## src/rtl/inv_columnmix_iter.sv

```systemverilog
// inv_columnmix_iter
//   Iterative AES InvMixColumns engine. It takes one 128-bit state over a
//   valid/ready handshake and transforms COLS_PER_CYCLE columns per clock,
//   working in place in a single state register. The result is held until
//   the consumer accepts it.
//
//   state | meaning
//   ------+----------------------------------------------------------
//   IDLE  | waiting for a block; in_ready high
//   RUN   | transforming columns col .. col+COLS_PER_CYCLE-1 per edge
//   DONE  | result valid on data_out; waiting for out_ready
//
// Ports
//   clk        clock, rising edge
//   rst        synchronous active-high reset
//   in_valid   data_in holds a valid state
//   in_ready   engine can accept (IDLE only)
//   data_in    input state, column c = [127-32c -: 32], byte r = [31-8r -: 8]
//   out_valid  data_out holds a finished result (DONE only)
//   out_ready  consumer accepts data_out
//   data_out   state register, same byte layout
//   busy       high in RUN or DONE
module inv_columnmix_iter #(
  parameter int COLS_PER_CYCLE = 1
) (
  input  logic         clk,
  input  logic         rst,
  input  logic         in_valid,
  output logic         in_ready,
  input  logic [127:0] data_in,
  output logic         out_valid,
  input  logic         out_ready,
  output logic [127:0] data_out,
  output logic         busy
);

  typedef enum logic [1:0] {
    S_IDLE = 2'd0,
    S_RUN  = 2'd1,
    S_DONE = 2'd2
  } state_t;

  state_t       r_state;
  state_t       w_state_nxt;
  logic [1:0]   r_col;
  logic [127:0] r_data;
  logic [127:0] w_data_run;
  logic         w_last;

  function automatic logic [7:0] xtime(input logic [7:0] b);
    xtime = {b[6:0], 1'b0} ^ (b[7] ? 8'h1b : 8'h00);
  endfunction

  // 0e/0b/0d/09 multiplies share one x2/x4/x8 chain per byte.
  function automatic logic [31:0] inv_mix_col(input logic [31:0] c);
    logic [7:0] s  [4];
    logic [7:0] m9 [4];
    logic [7:0] mb [4];
    logic [7:0] md [4];
    logic [7:0] me [4];
    logic [7:0] x2, x4, x8;
    for (int r = 0; r < 4; r++) begin
      s[r]  = c[31-8*r -: 8];
      x2    = xtime(s[r]);
      x4    = xtime(x2);
      x8    = xtime(x4);
      m9[r] = x8 ^ s[r];
      mb[r] = x8 ^ x2 ^ s[r];
      md[r] = x8 ^ x4 ^ s[r];
      me[r] = x8 ^ x4 ^ x2;
    end
    inv_mix_col = {me[0] ^ mb[1] ^ md[2] ^ m9[3],
                   m9[0] ^ me[1] ^ mb[2] ^ md[3],
                   md[0] ^ m9[1] ^ me[2] ^ mb[3],
                   mb[0] ^ md[1] ^ m9[2] ^ me[3]};
  endfunction

  function automatic logic [6:0] col_msb(input logic [1:0] c);
    col_msb = 7'd127 - {c, 5'b0};
  endfunction

  // Columns handled per edge: col .. col+COLS_PER_CYCLE-1. col only ever
  // advances in steps of COLS_PER_CYCLE from 0, so this never wraps.
  always_comb begin
    w_data_run = r_data;
    for (int k = 0; k < COLS_PER_CYCLE; k++) begin
      w_data_run[col_msb(r_col + 2'(k)) -: 32] =
        inv_mix_col(r_data[col_msb(r_col + 2'(k)) -: 32]);
    end
  end

  assign w_last = (r_col == 2'(4 - COLS_PER_CYCLE));

  always_ff @(posedge clk) begin
    if (rst) r_state <= S_IDLE;
    else     r_state <= w_state_nxt;
  end

  always_comb begin
    w_state_nxt = r_state;
    unique case (r_state)
      S_IDLE:  if (in_valid) w_state_nxt = S_RUN;
      S_RUN:   if (w_last)   w_state_nxt = S_DONE;
      S_DONE:  if (out_ready) w_state_nxt = S_IDLE;
      default: w_state_nxt = S_IDLE;
    endcase
  end

  always_comb begin
    in_ready  = (r_state == S_IDLE);
    out_valid = (r_state == S_DONE);
    busy      = (r_state == S_RUN) || (r_state == S_DONE);
  end

  always_ff @(posedge clk) begin
    if (rst) begin
      r_col  <= 2'd0;
      r_data <= 128'd0;
    end else begin
      unique case (r_state)
        S_IDLE: begin
          if (in_valid) begin
            r_data <= data_in;
            r_col  <= 2'd0;
          end
        end
        S_RUN: begin
          r_data <= w_data_run;
          r_col  <= r_col + 2'(COLS_PER_CYCLE);
        end
        default: ;
      endcase
    end
  end

  assign data_out = r_data;

endmodule

```

## config.mk

```make
export PLATFORM = sky130hd
export DESIGN_NAME = inv_columnmix_iter
export DESIGN_NICKNAME = d
export VERILOG_FILES = /design/src/rtl/inv_columnmix_iter.sv
export SDC_FILE = /design/constraint.sdc
export NUM_CORES = 1
export LEC_CHECK = 0
export CAP_MARGIN = 20
export CELL_PAD_IN_SITES_DETAIL_PLACEMENT = 0
export CELL_PAD_IN_SITES_GLOBAL_PLACEMENT = 2
export CORE_ASPECT_RATIO = 1.5
export CORE_MARGIN = 1
export CORE_UTILIZATION = 42
export CTS_BUF_LIST = sky130_fd_sc_hd__clkbuf_16
export DETAILED_ROUTE_END_ITERATION = 8
export DONT_BUFFER_PORTS = 1
export PLACE_DENSITY_LB_ADDON = 0.1
export SLEW_MARGIN = 20
export SYNTH_ARGS = -nofsm -noshare
export SYNTH_HDL_FRONTEND = slang
export SYNTH_SLANG_ARGS = --single-unit
```

## constraint.sdc

```tcl
create_clock -name clk -period 6.6 [get_ports clk]
set_input_delay 0.66 -clock clk [delete_from_list [all_inputs] [get_ports clk]]
set_output_delay 0.66 -clock clk [all_outputs]
set_load 0.005 [all_outputs]
```

== Yosys cells after proc, flatten, opt, wreduce, memory -nomap -nowiden ==
Index checks and enable logic that the tools add are counted.

* Add/subtract/negate cells: 3
* Eq/ne operators: 6
* Bitwise operators: 48
* Muxes and demuxes: 21
* Shift operators: 3
* Reduce and logical (&&, ||, !) cells: 5

{| class="wikitable"
|+ Operators with widths
! operator !! number
|-
| $xor 8x8->8 || 36
|-
| $pmux 128 s2 || 1
|-
| $shift 32x9->159 const A || 1
|-
| $shiftx 159x8->32 || 1
|-
| $shiftx 32x9->159 || 1
|-
| $bwmux 128 || 1
|-
| $mux 128 || 1
|-
| $xor 8x5->8 || 12
|-
| $mux 5 || 12
|-
| $neg 7->9 || 1
|-
| $mux 2 || 4
|-
| $sub 7x7->7 const A || 1
|-
| $pmux 2 s3 || 1
|-
| $eq 2x2->1 const B || 2
|-
| $ne 2x2->1 const B || 2
|-
| $pmux 2 s2 || 1
|-
| $reduce_and 3->1 || 1
|-
| $add 2x1->2 const B || 1
|-
| $eq 2x1->1 const B || 1
|-
| $logic_not 2->1 || 1
|-
| $ne 2x1->1 const B || 1
|-
| $reduce_and 2->1 || 1
|-
| $reduce_bool 2->1 || 1
|-
| $logic_or 1x1->1 || 1
|}

* Bits of input ports: 132
* Output and inout bits: 131
* Logic and storage cells: 89
* Bits in registers: 132

== Logic depth before layout (Yosys ltp) ==
Gate-level depths: netlist of the first run.

* Depth in word-level cells: 16
* Gate-level depth with buffers: 11
* Mapped depth without buffers: 8

== Worst setup path after synthesis of the first run ==
No wires, ideal clock.

* Path type: reg2reg
* From: register r_col[0]
* To: register r_data[10], in the netlist data_out[10]
* Clock period less this slack: 3.019 ns
* Arrival: 2.887 ns
* Path buffers: 3
* Data required time: 6.468 ns
* Setup time: 0.132 ns
* Stages on the path, launching flop included: 11
* Setup slack: 3.581 ns
* Cell sequence: dfxtp_1 > buf_6 > buf_12 > mux4_2 > buf_4 > xnor3_1 > xor2_1 > xnor3_1 > xnor2_2 > a221oi_1 > nor3_1

* Word-level cells in the longest chain between the ends: 14
* Elaborated cells between the ends (all ways): 67
* Classes of those cells: add/sub (2); shift (3); mux (14); bitwise (48)

{| class="wikitable"
|+ Ends and longest elaborated chain
! element !! line !! text
|-
| start: declaration || 45 || <nowiki>logic [1:0] r_col;</nowiki>
|-
| start signal: assignment || 129 || <nowiki>r_col <= r_col + 2'(COLS_PER_CYCLE);</nowiki>
|-
| $sub 7x7->7 * || 79 || <nowiki>col_msb = 7'd127 - {c, 5'b0};</nowiki>
|-
| $shiftx 159x8->32 || 88 || <nowiki>inv_mix_col(r_data[col_msb(r_col + 2'(k)) -: 32]);</nowiki>
|-
| $xor 8x5->8 / $mux 5 (equally long branches) (2 in series) || 51 || <nowiki>xtime = {b[6:0], 1'b0} ^ (b[7] ? 8'h1b : 8'h00);</nowiki>
|-
| $mux 5 / $xor 8x5->8 (equally long branches) || 51 ||
|-
| $xor 8x5->8 || 51 ||
|-
| $xor 8x8->8 (on tied branches) (2 in series) || 68, 69, 70 ||
|-
| $xor 8x8->8 (on tied branches) (3 in series) || - ||
|-
| $shiftx 32x9->159 || 87 || <nowiki>w_data_run[col_msb(r_col + 2'(k)) -: 32] =</nowiki>
|-
| $bwmux 128 * || 87 ||
|-
| $pmux 128 s2 * || 120 || <nowiki>unique case (r_state)</nowiki>
|-
| end signal: assignment || 123 || <nowiki>r_data <= data_in;</nowiki>
|-
| end signal: assignment || 128 || <nowiki>r_data <= w_data_run;</nowiki>
|-
| end: declaration || 46 || <nowiki>logic [127:0] r_data;</nowiki>
|}

Every way passes the cells marked *; elsewhere a longest branch is shown, timed or not.
A chain may end at the register's enable or synchronous reset.

== Worst setup path after layout of the first run ==
* From: register r_col[1]
* To: register r_data[27], in the netlist data_out[27]

Same word-level chain as after synthesis.

==> metrics.md, run 1 <==
| Metric | Value |
|---|---|
| WL final | `32.6 mm` |
| Root Buffer | `clkbuf_16` |
| Via count of the first global-routing pass | `7309` |
| FF-to-FF setup slack | `2.62 ns` |
| Total GRT Usage | `30.2%` |
| Die area | `0.0217 mm²` |
| Hold Path Stages | `1` |
| Final Skew | `0.00622 ns` |
| DP HPWL | `23.1 mm` |
| CP Launch Type | `flop` |
| Num ports | `263` |
| Reg area | `0.00265 mm²` |
| CP required | `6.96 ns` |
| Final Hold Vio Count | `0` |
| Inst Count DP | `1098` |
| Crit path kind | `flop to flop` |
| Grt total ovfl | `0` |
| Post-route minimum period | `3.98 ns` |
| CTS Sinks | `132` |
| Post-cts sizing count | `0` |
| Hold bufs inserted after CTS | `0` |
| # fillers | `1939` |
| RSZ-0062 raised after global routing | `false` |
| Period utilization | `60.3%` |
| Mapped Cells | `906` |
| Finished Cell Area | `0.00952 mm²` |
| Register bit total from synthesis | `132` |
| Total CTS buffers | `17` |
| DP Area | `0.00894 mm²` |
| CTS tree | `yes` |
| HP Start | `rst` |
| Core ar. | `0.0206 mm²` |
| Crit end category | `flop` |
| Commonest cells after routing, fill and taps aside | `nor2_1, dfxtp_1, xnor2_1, nor3_1, a221oi_1` |
| H-tree levels | `4` |
| Vias | `7256` |
| Drt drc | `0` |
| Antenna cells | `0` |
| Pin count of the biggest net entering global routing | `134` |
| Worst Tran Pin Value | `1.05 ns` |
| Path depth of the worst reg2reg path | `8` |
| Synth Warn # | `0` |
| Clock Tree Buf Depth | `2` |
| Post-DRT Antenna Nets | `0` |
| Achievable frequency | `251 MHz` |
| Non-Filler Instances | `1130` |
| # rows | `64` |
| Die Width | `121 µm` |
| Fin. max-slew vios | `0` |
| Number of port buffers | `0` |
| First-pass GRT wire length | `48.2 mm` |
| Initial antenna violation count | `0` |
| Area grow syn2layout | `7.26%` |
| Reg2reg end | `data_out[27]` |
| Post-CTS Setup Bufs | `0` |
| Worst-Skew Late Latency | `0.43 ns` |
| Synth cell types | `39` |
| Share of cells above drive strength 1 | `13.6%` |
| Rel. slew slack | `29.8%` |
| Maxcap violations | `0` |
| Mean Syn Cell Area | `9.80 µm²` |
| Worst Path Max Fanout | `32` |
| Post-synth EDFFs | `0` |
| Avg WL per Cell | `28.8 µm` |
| Hold crit path type | `input pin to flop` |
| Post-Synthesis Net Count | `1045` |
| Top FF cell, synth | `dfxtp_1` |
| Die Y-Extent | `180 µm` |
| Vias per cell | `6.42` |
| Nets | `992` |
| Initial cell density of the core | `43.1%` |
| Hold slack | `0.307 ns` |
| Hold Path Sink | `data_out[118]` |
| Most common cell after layout, fill and taps aside | `nor2_1` |
| Footprint of the multi-input gates | `0.00583 mm²` |
| Outcome | `finished clean` |
| Sequential share of the synthesized area | `29.8%` |
| Netlist Area Pre-Place | `0.00887 mm²` |
| Final TNS setup | `0 ns` |
| Critical R2R Launch | `r_col[1]` |
| GP Congestion | `0.929` |
| Initial DRC Count | `502` |
| Worst-path clk slew | `0.06 ns` |
| Finish-stage setup viols | `0` |
| DR pass1 iterations | `5` |
| Worst Path Arrival | `4.34 ns` |
| Post-synthesis async set-or-reset flop share | `0%` |
## Yosys cell counts (3+ instances only)
| cell | instances | share of area, % |
|---|---|---|
| a221oi_2 | 8 | 1.4 |
| dfxtp_1 | 132 | 30 |
| xor3_1 | 3 | 0.80 |
| xnor3_1 | 33 | 8.4 |
| xnor2_2 | 14 | 2.6 |
| xor2_1 | 25 | 2.5 |
| clkbuf_1 | 66 | 2.8 |
| a211oi_1 | 44 | 3.7 |
| a22oi_1 | 9 | 0.76 |
| nor3_1 | 79 | 4.5 |
| inv_1 | 7 | 0.30 |
| mux4_2 | 32 | 8.1 |
| nand2_1 | 9 | 0.38 |
| a2bb2oi_1 | 8 | 0.79 |
| buf_6 | 6 | 0.76 |
| a21oi_1 | 40 | 2.3 |
| xnor3_2 | 5 | 1.3 |
| nand2b_1 | 5 | 0.35 |
| nor2_1 | 162 | 6.9 |
| buf_2 | 8 | 0.45 |
| a221oi_1 | 68 | 6.7 |
| o21a_1 | 3 | 0.25 |
| xnor2_1 | 97 | 9.6 |
| o21ai_1 | 12 | 0.68 |
| buf_4 | 5 | 0.42 |
| ha_1 | 7 | 0.99 |
## state kept, by name, indices dropped and copies added (netlist names)
register and flops:
r_state 2, data_out 128, r_col 2
## cells by family (layout without fill, tap and decap cells)
kind of cell	count (synthesis)	count (layout)	synth area share (%)
AO/OA/AOI/OAI	195	195	16.7
XOR/XNOR	183	183	26.7
adder cells (fa/ha/maj)	7	7	0.987
buffers and inverters	94	54	5.12
flip-flops	132	132	29.8
multiplexers	32	32	8.12
AND/OR/NAND/NOR	263	263	12.6
## routing by layer
| metal | routed length, µm | GRT usage [%] |
|---|---|---|
| met1 | 11800 | 33.6 |
| met2 | 16900 | 52.8 |
| met3 | 2550 | 8.13 |
| met4 | 1350 | 14.5 |
| met5 | 0 | 0 |
## area by class of cell
class                      count  share of cell area [%]
clock inverter                15                    1.56
clock buffer                  17                    4.47
timing repair buffer          15                    1.18
multi-input combinational    680                    61.2
sequential                   132                    27.8
inverter                       7                   0.302
tap                          264                    3.47
## worst max-delay path by stage
stage / slack, ns / endpoint / from
after detailed placement: 2.31 / data_out[114] / r_col[0]
after global routing: 2.50 / data_out[82] / r_col[0]
after floorplan: 3.58 / data_out[10] / r_col[0]
after global placement: 2.37 / data_out[114] / r_col[0]
final: 2.62 / data_out[27] / r_col[1]
after CTS: 2.27 / data_out[27] / r_col[0]
## worst max-delay path: stages (launching register included)
cell,delay [ns]
dfxtp_2,0.50
buf_4,0.48
mux4_2,0.57
xor2_1,0.61
xor3_2,0.63
xnor3_2,0.48
xnor2_2,0.33
a22oi_1,0.13
o21ai_1,0.15
## per-stage QoR
stage                     setup WS, ns  utilization (%)
after floorplan                   3.58                -
after global placement            2.37             43.5
after detailed placement          2.31             43.5
after CTS                         2.27             46.2
after global routing              2.50             46.3
final                             2.62             46.3
Power of run 1 is left out: the tool's default activity adds up to more than one toggle a clock period on the data nets, which glitch-free logic cannot reach.
==> inputs of run 2 (changes only) <==
--- a/config.mk
+++ b/config.mk
@@ -10,7 +10,7 @@
 export CELL_PAD_IN_SITES_GLOBAL_PLACEMENT = 2
 export CORE_ASPECT_RATIO = 1.5
 export CORE_MARGIN = 1
-export CORE_UTILIZATION = 42
+export CORE_UTILIZATION = 35
 export CTS_BUF_LIST = sky130_fd_sc_hd__clkbuf_16
 export DETAILED_ROUTE_END_ITERATION = 8
 export DONT_BUFFER_PORTS = 1
==> constraint.sdc (replaced) <==
create_clock -name clk -period 3.6 [get_ports clk]
set_input_delay 0.36 -clock clk [delete_from_list [all_inputs] [get_ports clk]]
set_output_delay 0.36 -clock clk [all_outputs]
set_load 0.005 [all_outputs]
==> metrics.md, run 2 (synthesized netlist as in run 1, its figures left out) <==
| Metric | Value |
|---|---|
| Outcome | `finished clean (unchanged)` |
| Die Y-Extent | `197 µm (was 180 µm)` |
| Via count of the first global-routing pass | `7742 (was 7309)` |
| CP required | `3.97 ns (was 6.96 ns)` |
| Period utilization | `95.1% (was 60.3%)` |
| Worst Path Arrival | `3.79 ns (was 4.34 ns)` |
| Hold slack | `0.0330 ns (was 0.307 ns)` |
| WL final | `34.6 mm (was 32.6 mm)` |
| Fin. max-slew vios | `0 (unchanged)` |
| Final Skew | `0.00824 ns (was 0.00622 ns)` |
| CP cell instances | `buf_4, buf_4, mux4_2, xor3_2, xor2_2, xnor3_2, xnor2_2, a22oi_1, o21ai_1 (was buf_4, mux4_2, xor2_1, xor3_2, xnor3_2, xnor2_2, a22oi_1, o21ai_1)` |
| Number of port buffers | `0 (unchanged)` |
| Post-CTS Setup Bufs | `0 (unchanged)` |
| Initial antenna violation count | `0 (unchanged)` |
| Die Width | `132 µm (was 121 µm)` |
| Antenna cells | `0 (unchanged)` |
| H-tree levels | `4 (unchanged)` |
| Vias | `7358 (was 7256)` |
| Worst-Skew Late Latency | `0.43 ns (about the same)` |
| Initial cell density of the core | `35.6% (was 43.1%)` |
| # rows | `71 (was 64)` |
| Worst path slowest cell | `xor3_2 (unchanged)` |
| Core ar. | `0.0250 mm² (was 0.0206 mm²)` |
| Crit-path max cell delay | `0.55 ns (was 0.63 ns)` |
| Die area | `0.0260 mm² (was 0.0217 mm²)` |
| CP top delay family | `XOR/XNOR gates (unchanged)` |
| Commonest cells after routing, fill and taps aside | `nor2_1, dfxtp_1, xnor2_1, nor3_1, a221oi_1 (unchanged)` |
| GP Congestion | `0.931 (was 0.929)` |
| Initial DRC Count | `360 (was 502)` |
| Area grow syn2layout | `12.2% (was 7.26%)` |
| Grt total ovfl | `0 (unchanged)` |
| WP buf/inv | `2 (was 1)` |
| Share of cells above drive strength 1 | `17.1% (was 13.6%)` |
| Cell repeated most along the worst path | `buf_4` |
| CTS tree | `yes (unchanged)` |
| Finish-stage setup viols | `0 (unchanged)` |
| Final TNS setup | `0 ns (unchanged)` |
| Root Buffer | `clkbuf_16 (unchanged)` |
| CTS Sinks | `132 (unchanged)` |
| Vias per cell | `6.01 (was 6.42)` |
| Worst Path Max Fanout | `14 (was 32)` |
| Post-route minimum period | `3.42 ns (was 3.98 ns)` |
| Total CTS buffers | `17 (unchanged)` |
| CP Launch Type | `flop (unchanged)` |
| Crit end category | `flop (unchanged)` |
| Pin count of the biggest net entering global routing | `85 (was 134)` |
| RSZ-0062 raised after global routing | `false (unchanged)` |
| Max FFs per register | `128 (unchanged)` |
| Worst-path clk slew | `0.06 ns (about the same)` |
| DR pass1 iterations | `5 (unchanged)` |
| Total GRT Usage | `27.0% (was 30.2%)` |
| Maxcap violations | `0 (unchanged)` |
| DP HPWL | `25.2 mm (was 23.1 mm)` |
| Rel. slew slack | `24.0% (was 29.8%)` |
| Achievable frequency | `292 MHz (was 251 MHz)` |
| Final Hold Vio Count | `0 (unchanged)` |
| First-pass GRT wire length | `51.2 mm (was 48.2 mm)` |
| Clock Tree Buf Depth | `2 (unchanged)` |
| Nets | `1023 (was 992)` |
| Crit path kind | `flop to flop (unchanged)` |
| Hold crit path type | `input pin to flop (unchanged)` |
| Avg WL per Cell | `28.2 µm (was 28.8 µm)` |
| Most common cell after layout, fill and taps aside | `nor2_1 (unchanged)` |
| Drt drc | `0 (unchanged)` |
| Post-DRT Antenna Nets | `0 (unchanged)` |
| Worst Tran Pin Value | `1.14 ns (was 1.05 ns)` |
| Num ports | `263 (unchanged)` |
-- run 2: what timing repair did --
action,in CTS,in global routing
hold buffers,1,0
resized for setup,0,0
endpoints found under the hold margin,50,0
-- run 2: cell type report --
type | count | area, µm²
clock buffers | 17 | 425
clock inverters | 15 | 235
fillers | 2492 | 15000
inverters | 7 | 28.8
multi-input cells | 680 | 5830
flip-flops and latches | 132 | 2650
well taps | 328 | 410
repair buffers | 46 | 383
-- run 2: path summary, 6_finish.rpt --
path	from	to	slack [ns]	cells after the start
min	rst	data_out[107]	0.03	1
min reg2reg	data_out[106]	data_out[106]	0.52	2
max	r_col[1]	data_out[91]	0.18	9
max reg2reg	r_col[1]	data_out[91]	0.18	9
-- run 2: through the flow --
step	util (%)	instance area, µm²	setup WS (ns)	cells
detailed placement	37.1	9270	0.149	1192
finish	39.9	9950	0.177	1225
CTS	39.9	9950	0.123	1225
floorplan	-	8870	0.581	906
global route	39.9	9950	0.0226	1225
global placement	37.1	9270	0.193	1192
-- run 2: routing by layer --
metal  track usage (%)  share of wire [%]
met5                 0                  0
met4              12.7                3.6
met3              6.57                7.1
met2              48.9                 53
met1              29.3                 37
Power of run 2 is left out for the same reason.
==> inputs of run 3 (changes only) <==
--- a/config.mk
+++ b/config.mk
@@ -5,12 +5,13 @@
 export SDC_FILE = /design/constraint.sdc
 export NUM_CORES = 1
 export LEC_CHECK = 0
+export ABC_AREA = 1
 export CAP_MARGIN = 20
 export CELL_PAD_IN_SITES_DETAIL_PLACEMENT = 0
 export CELL_PAD_IN_SITES_GLOBAL_PLACEMENT = 2
 export CORE_ASPECT_RATIO = 1.5
 export CORE_MARGIN = 1
-export CORE_UTILIZATION = 35
+export CORE_UTILIZATION = 30
 export CTS_BUF_LIST = sky130_fd_sc_hd__clkbuf_16
 export DETAILED_ROUTE_END_ITERATION = 8
 export DONT_BUFFER_PORTS = 1
==> metrics.md, run 3 <==
| Metric | Value |
|---|---|
| Total CTS buffers | `17 (unchanged)` |
| Outcome | `finished clean (unchanged)` |
| First-pass GRT wire length | `86.7 mm (was 51.2 mm)` |
| Post-synth EDFFs | `0 (unchanged)` |
| Most common cell after layout, fill and taps aside | `nand2_1 (was nor2_1)` |
| Drt drc | `0 (unchanged)` |
| Die area | `0.0376 mm² (was 0.0260 mm²)` |
| Mapped Cells | `1828 (was 906)` |
| CP required | `3.99 ns (was 3.97 ns)` |
| Post-DRT Antenna Nets | `0 (unchanged)` |
| Vias per cell | `5.56 (was 6.01)` |
| Crit path from | `r_col[0] (was r_col[1])` |
| Area share of the largest cell type after synthesis | `24.0% (was 29.8%)` |
| Worst Path Max Fanout | `52 (was 14)` |
| Finish-stage setup viols | `0 (unchanged)` |
| Period utilization | `90.7% (was 95.1%)` |
| Final TNS setup | `0 ns (unchanged)` |
| Grt total ovfl | `0 (unchanged)` |
| Die Y-Extent | `237 µm (was 197 µm)` |
| Post-CTS Setup Bufs | `0 (unchanged)` |
| Number of port buffers | `0 (unchanged)` |
| Path depth of the worst reg2reg path | `20 (was 9)` |
| CTS tree | `yes (unchanged)` |
| DP Area | `0.0117 mm² (was 0.00927 mm²)` |
| Crit path kind | `flop to flop (unchanged)` |
| Register bit total from synthesis | `132 (unchanged)` |
| CP Launch Type | `flop (unchanged)` |
| Initial DRC Count | `962 (was 360)` |
| Core ar. | `0.0361 mm² (was 0.0250 mm²)` |
| WL final | `60.1 mm (was 34.6 mm)` |
| Avg WL per Cell | `26.3 µm (was 28.2 µm)` |
| Rel. slew slack | `44.3% (was 24.0%)` |
| Hold slack | `0.0986 ns (was 0.0330 ns)` |
| Maxcap violations | `0 (unchanged)` |
| DP HPWL | `45.8 mm (was 25.2 mm)` |
| Synth Warn # | `0 (unchanged)` |
| GP Congestion | `1.01 (was 0.931)` |
| Commonest cells after routing, fill and taps aside | `nand2_1, a21oi_1, nand3_1, o21ai_0, dfxtp_1 (was nor2_1, dfxtp_1, xnor2_1, nor3_1, a221oi_1)` |
| Worst-path clk slew | `0.07 ns (was 0.06 ns)` |
| Hold crit path type | `input pin to flop (unchanged)` |
| Sequential share of the synthesized area | `24.0% (was 29.8%)` |
| Via count of the first global-routing pass | `12200 (was 7742)` |
| Finished Cell Area | `0.0123 mm² (was 0.00995 mm²)` |
| RSZ-0062 raised after global routing | `false (unchanged)` |
| Root Buffer | `clkbuf_16 (unchanged)` |
| Reg2reg end | `data_out[92] (was data_out[91])` |
| Final Hold Vio Count | `0 (unchanged)` |
| Initial antenna violation count | `1 (was 0)` |
| Post-synth top area cell | `dfxtp_1 (unchanged)` |
| Area grow syn2layout | `11.4% (was 12.2%)` |
| Fin. max-slew vios | `0 (unchanged)` |
| Die Width | `159 µm (was 132 µm)` |
| FF-to-FF setup slack | `0.34 ns (was 0.18 ns)` |
| Post-Synthesis Net Count | `1967 (was 1045)` |
| Top FF cell, synth | `dfxtp_1 (unchanged)` |
| Worst-Skew Late Latency | `0.46 ns (was 0.43 ns)` |
| Clock Tree Buf Depth | `2 (unchanged)` |
| Post-synth top cells | `nand2_1, a21oi_1, nand3_1 (was nor2_1, dfxtp_1, xnor2_1)` |
| Final Skew | `0.0116 ns (was 0.00824 ns)` |
| # rows | `85 (was 71)` |
| Num ports | `263 (unchanged)` |
| Max FFs per register | `128 (unchanged)` |
| Netlist Area Pre-Place | `0.0110 mm² (was 0.00887 mm²)` |
| Initial cell density of the core | `30.6% (was 35.6%)` |
| Critical R2R Launch | `r_col[0] (was r_col[1])` |
| Achievable frequency | `306 MHz (was 292 MHz)` |
| Total GRT Usage | `32.5% (was 27.0%)` |
| Most frequent cell after synthesis | `nand2_1 (was nor2_1)` |
| H-tree levels | `4 (unchanged)` |
| Synth top area cells | `dfxtp_1, nand2_1, a21oi_1 (was dfxtp_1, xnor2_1, xnor3_1)` |
| Synth cell types | `34 (was 39)` |
| Critical Path Sink | `data_out[92] (was data_out[91])` |
| Worst Path Arrival | `3.65 ns (was 3.79 ns)` |
| Post-synthesis async set-or-reset flop share | `0% (unchanged)` |
| Post-cts sizing count | `0 (unchanged)` |
| CTS Sinks | `132 (unchanged)` |
| Crit end category | `flop (unchanged)` |
| DR pass1 iterations | `5 (unchanged)` |
| Share of cells above drive strength 1 | `10.3% (was 17.1%)` |
| Vias | `12700 (was 7358)` |
| Post-route minimum period | `3.26 ns (was 3.42 ns)` |
| Mean Syn Cell Area | `6.03 µm² (was 9.80 µm²)` |
| Nets | `1928 (was 1023)` |
| Pin count of the biggest net entering global routing | `76 (was 85)` |
| Worst Tran Pin Value | `0.836 ns (was 1.14 ns)` |
run 3: cell count changes after synthesis, moves of 51 or more:
cell	change
o21ai_0	+131
nand2_2	+59
nor3_1	-76
nand3_1	+236
a221oi_1	-68
nor2_1	-150
a21oi_1	+223
nand2_1	+589
xnor2_1	-51
inv_1	+63
run 3: critical path, cell delays in order, from the launching register on:
cell     delay, ns
dfxtp_4       0.38
buf_12        0.27
buf_12        0.24
nand2_1       0.07
nand3_1       0.13
nand2_2       0.14
inv_1         0.18
nand2_1       0.11
nand2_2       0.19
nand2_1       0.10
nand2_1       0.23
nand2_1       0.08
nand2_1       0.22
inv_1         0.07
nand2_1       0.06
nand2_1       0.14
inv_1         0.09
nand2_1       0.05
nand2_1       0.18
nand3_1       0.10
a21oi_1       0.14
run 3: how the worst min path moves through the flow:
stage	endpoint	depth (start not counted)	from	slack [ns]
after floorplan	r_col[0]	1	rst	0.43
after global placement	r_col[1]	1	rst	0.43
after detailed placement	r_col[1]	1	rst	0.43
after CTS	data_out[44]	2	data_in[44]	0.08
after global routing	data_out[44]	2	data_in[44]	0.09
final	data_out[12]	2	data_in[12]	0.1
run 3: kinds of logic after synthesis:
family	Yosys count	synth area share (%)
AND/OR/NAND/NOR	977	39.3
AO/OA/AOI/OAI	400	18.2
flip-flops	132	24.0
buffers and inverters	196	7.83
XOR/XNOR	116	9.86
adder cells (fa/ha/maj)	7	0.794
run 3: timing repair:
item                                    CTS  global route
endpoints found under the setup margin    0             0
hold endpoints to repair                  2             0
hold buffers                              1             0
run 3: layout make-up:
type / instances / area (µm²)
Clock buffer: 18 / 450
Antenna cell: 2 / 5.00
Inverter: 89 / 343
Tap cell: 478 / 598
Multi-Input combinational cell: 1500 / 7570
Timing Repair Buffer: 49 / 508
Fill cell: 4089 / 23800
Clock inverter: 14 / 173
Sequential cell: 132 / 2650
run 3: stage by stage:
stage                     instances  util, %  setup slack (ns)
after CTS                      2280     34.1             0.376
after detailed placement       2247     32.3             0.388
after floorplan                1828        -              1.12
final                          2282     34.1             0.336
after global placement         2247     32.3             0.388
after global routing           2281     34.1            0.0858
run 3: per-layer routing:
| metal | track usage [%] | vias to the layer above | part of all wire (%) |
|---|---|---|---|
| li1 | - | 6029 | - |
| met1 | 40.4 | 6016 | 40 |
| met2 | 52.1 | 553 | 47 |
| met3 | 6.35 | 100 | 7.1 |
| met4 | 18.1 | 0 | 5.6 |
| met5 | 0 | - | 0 |
Power of run 3 is left out for the same reason.
==> variant (settings of run 2) <==
Make the reset (`rst`) asynchronous in 2 clocked blocks. Comments in the files are not updated.
--- a/src/rtl/inv_columnmix_iter.sv
+++ b/src/rtl/inv_columnmix_iter.sv
@@ -91,7 +91,7 @@
 
   assign w_last = (r_col == 2'(4 - COLS_PER_CYCLE));
 
-  always_ff @(posedge clk) begin
+  always_ff @(posedge clk or posedge rst) begin
     if (rst) r_state <= S_IDLE;
     else     r_state <= w_state_nxt;
   end
@@ -112,7 +112,7 @@
     busy      = (r_state == S_RUN) || (r_state == S_DONE);
   end
 
-  always_ff @(posedge clk) begin
+  always_ff @(posedge clk or posedge rst) begin
     if (rst) begin
       r_col  <= 2'd0;
       r_data <= 128'd0;
Check against the original RTL: not equivalent (a bounded check fails within 4 cycles, from zero or initial values and one cycle with rst high; the reset may be asserted at any time).
==> variant against run 2 <==
The flow now finishes with violations (hold timing). Global-route usage fell by 1.8 points. First-iteration DRC count rose by 14%. Wire length fell by 3.5%. Die area rose by 6.0%. Utilization rose by 0.30 points. Sequential share of layout area rose by 4.5 points. Worst setup slack improved by 27 ps. Area after synthesis rose by 6.1%. Sequential cell count did not move. Synthesized cell count rose by 3.4%. Cell area rose by 6.9%. Largest cell class unchanged.
Power is not shown: default switching activity piles up to over one toggle a cycle in this logic, so the estimate is an artifact.
==> variant: results (changes against run 2) <==
The routability congestion estimate from global placement came out at 0.8944 (-4.0%). The highest layer touched by signal routing is met4. The transition time at the pin with the least slew margin came out at 864.8 ps (-275.7 ps). The commonest cells after synthesis are a21oi_1, dfrtp_1, xnor2_1, nor2_1, nor2b_1. The kind of path behind the tightest hold check is input pin to async pin. The run finished, with violations left. The layout cell share with drive strength beyond 1 is 0.1369 (-0.03363).

The detailed route wirelength on metal3 came out at 2258 um (-8.1%). The number of failing setup endpoints in the final timing report is 0 (unchanged). The number of instances resized during post-cts repair is 0 (unchanged). The clock tree skew after final layout came to 11.50 ps (+3.260 ps). The global router's overall resource usage is 0.2518 (-0.01775). The estimated wirelength of the detail-placed design came to 24990 um (-0.97%). The wire length of the first global-routing pass came out at 49670 um (-3.0%). The pin count of the biggest net entering global routing is 133 (+56%). The count of cell types in the netlist came out at 32 (-18%). The wire length on met2 came out at 17280 um (-5.3%). The via total after detailed routing is 7131 (-3.1%).

The wire length per cell is 26.00 um (-7.9%). The number of input and output port buffers inserted came out at 0 (unchanged). The detailed-route vias per instance came to 5.554 (-7.5%).

The signal arrival time at the worst endpoint is 3760 ps (-30 ps). The fraction of synthesis flops using an asynchronous set or reset pin was 1.000 (+1.000). The worst register-to-register path ends at data_out[75]. The post-place instance area came out at 0.01001 sq mm (+8.0%). The via count of the first global-routing pass came to 7546 (-2.5%). The number of buffers created by CTS came out at 17 (unchanged). The number of placed instances with taps included is 1247 (+4.6%). The layout net count is 1068 (+4.4%).

The checks that failed: hold timing. The cell type group with the largest total delay on the critical path is XOR/XNOR gates. CTS placed an instance of clkbuf_16 at the clock tree root. The clock latency of the later-clocked register in the worst-skew pair is 450 ps (+20 ps). The number of flip-flops under the largest register name was 128 (unchanged).

The fraction of the yosys area taken by sequential cells came to 0.3507 (+0.05298). The slowest stage of the critical path is the mux4_2 cell. The number of antenna violations at the first check in global routing came to 4 (+4). The highest cell delay on the worst timing path is 570 ps (+20 ps). The total of warnings raised by yosys is 0 (unchanged). The total of hold buffers inserted after clock tree synthesis came out at 0 (-1). Ranked by total cell area, the synthesized netlist is headed by dfrtp_1, xnor2_1, a21oi_1. The number of hold violations in the final report is 5 (+5). The synthesized netlist net count is 1076 (+3.0%). The worst hold margin was -28.38 ps (-61.34 ps).

The worst reg-to-reg path cell count came to 10 (+1). The depth of the CTS H-tree is 4 (unchanged). The cell taking the most area after synthesis is dfrtp_1. The count of buffers added by post-CTS timing repair for setup is 0 (unchanged). The startpoint identified for the worst register-to-register timing path is r_col[1]. The synthesized instance count is 937 (+3.4%). The largest driver fanout on the critical path came out at 25 (+11). The register-to-register path setup slack was 200 ps (+30 ps). The met1 routed wirelength after detailed routing is 12700 um (+0.20%). The number of violations reported at the end of detailed-routing iteration 0 is 409 (+14%).
## variant: cell types whose count changed after synthesis, moves of 45 or more
cell	run 2	this run
a21oi_1	40	172
nor3_1	79	1
a221oi_1	68	0
nor2_1	162	89
dfxtp_1	132	0
inv_1	7	54
o221ai_1	0	45
dfrtp_1	0	132
nor2b_1	1	86
## variant: logic make-up after synthesis
logic type | synth area share
AND/OR/NAND/NOR | 0.09924
flip-flops | 0.3507
AO/OA/AOI/OAI | 0.1709
XOR/XNOR | 0.2370
buffers and inverters | 0.05527
multiplexers | 0.07759
adder cells (fa/ha/maj) | 0.009299
## variant: stage by stage
stage / worst slack [ps] / hold slack [ps]
after floorplan: 580.9 / 502.9
after global placement: 115.8 / 516.1
after detailed placement: 108.6 / 530.4
after CTS: 92.44 / 38.54
after global routing: 63.08 / 43.64
final: 204.6 / -28.38
## variant: routing by layer
layer	global-route usage	up-vias
li1	-	3229
met1	0.2877	3528
met2	0.4288	318
met3	0.06167	56
met4	0.1333	0
met5	0	-
## variant: how the worst max path moves through the flow
stage | from | slack (ps) | end | depth (start not counted)
2_1_floorplan | r_col[1] | 580 | data_out[109] | 11
3_3_place_gp | r_col[0] | 120 | data_out[107] | 10
3_5_place_dp | r_col[0] | 110 | data_out[75] | 10
4_1_cts | r_col[0] | 90 | data_out[75] | 10
5_1_grt | r_col[0] | 60 | data_out[75] | 10
6_report | r_col[1] | 200 | data_out[75] | 10
## variant: final cells by class
cell class	count	area [sq um]
fill	2613	15850
multi-input combinational	681	5657
sequential	132	3306
clock buffer	17	425.4
timing repair buffer	43	422.9
tap	337	421.7
inverter	54	206.4
clock inverter	15	188.9
antenna	5	12.51
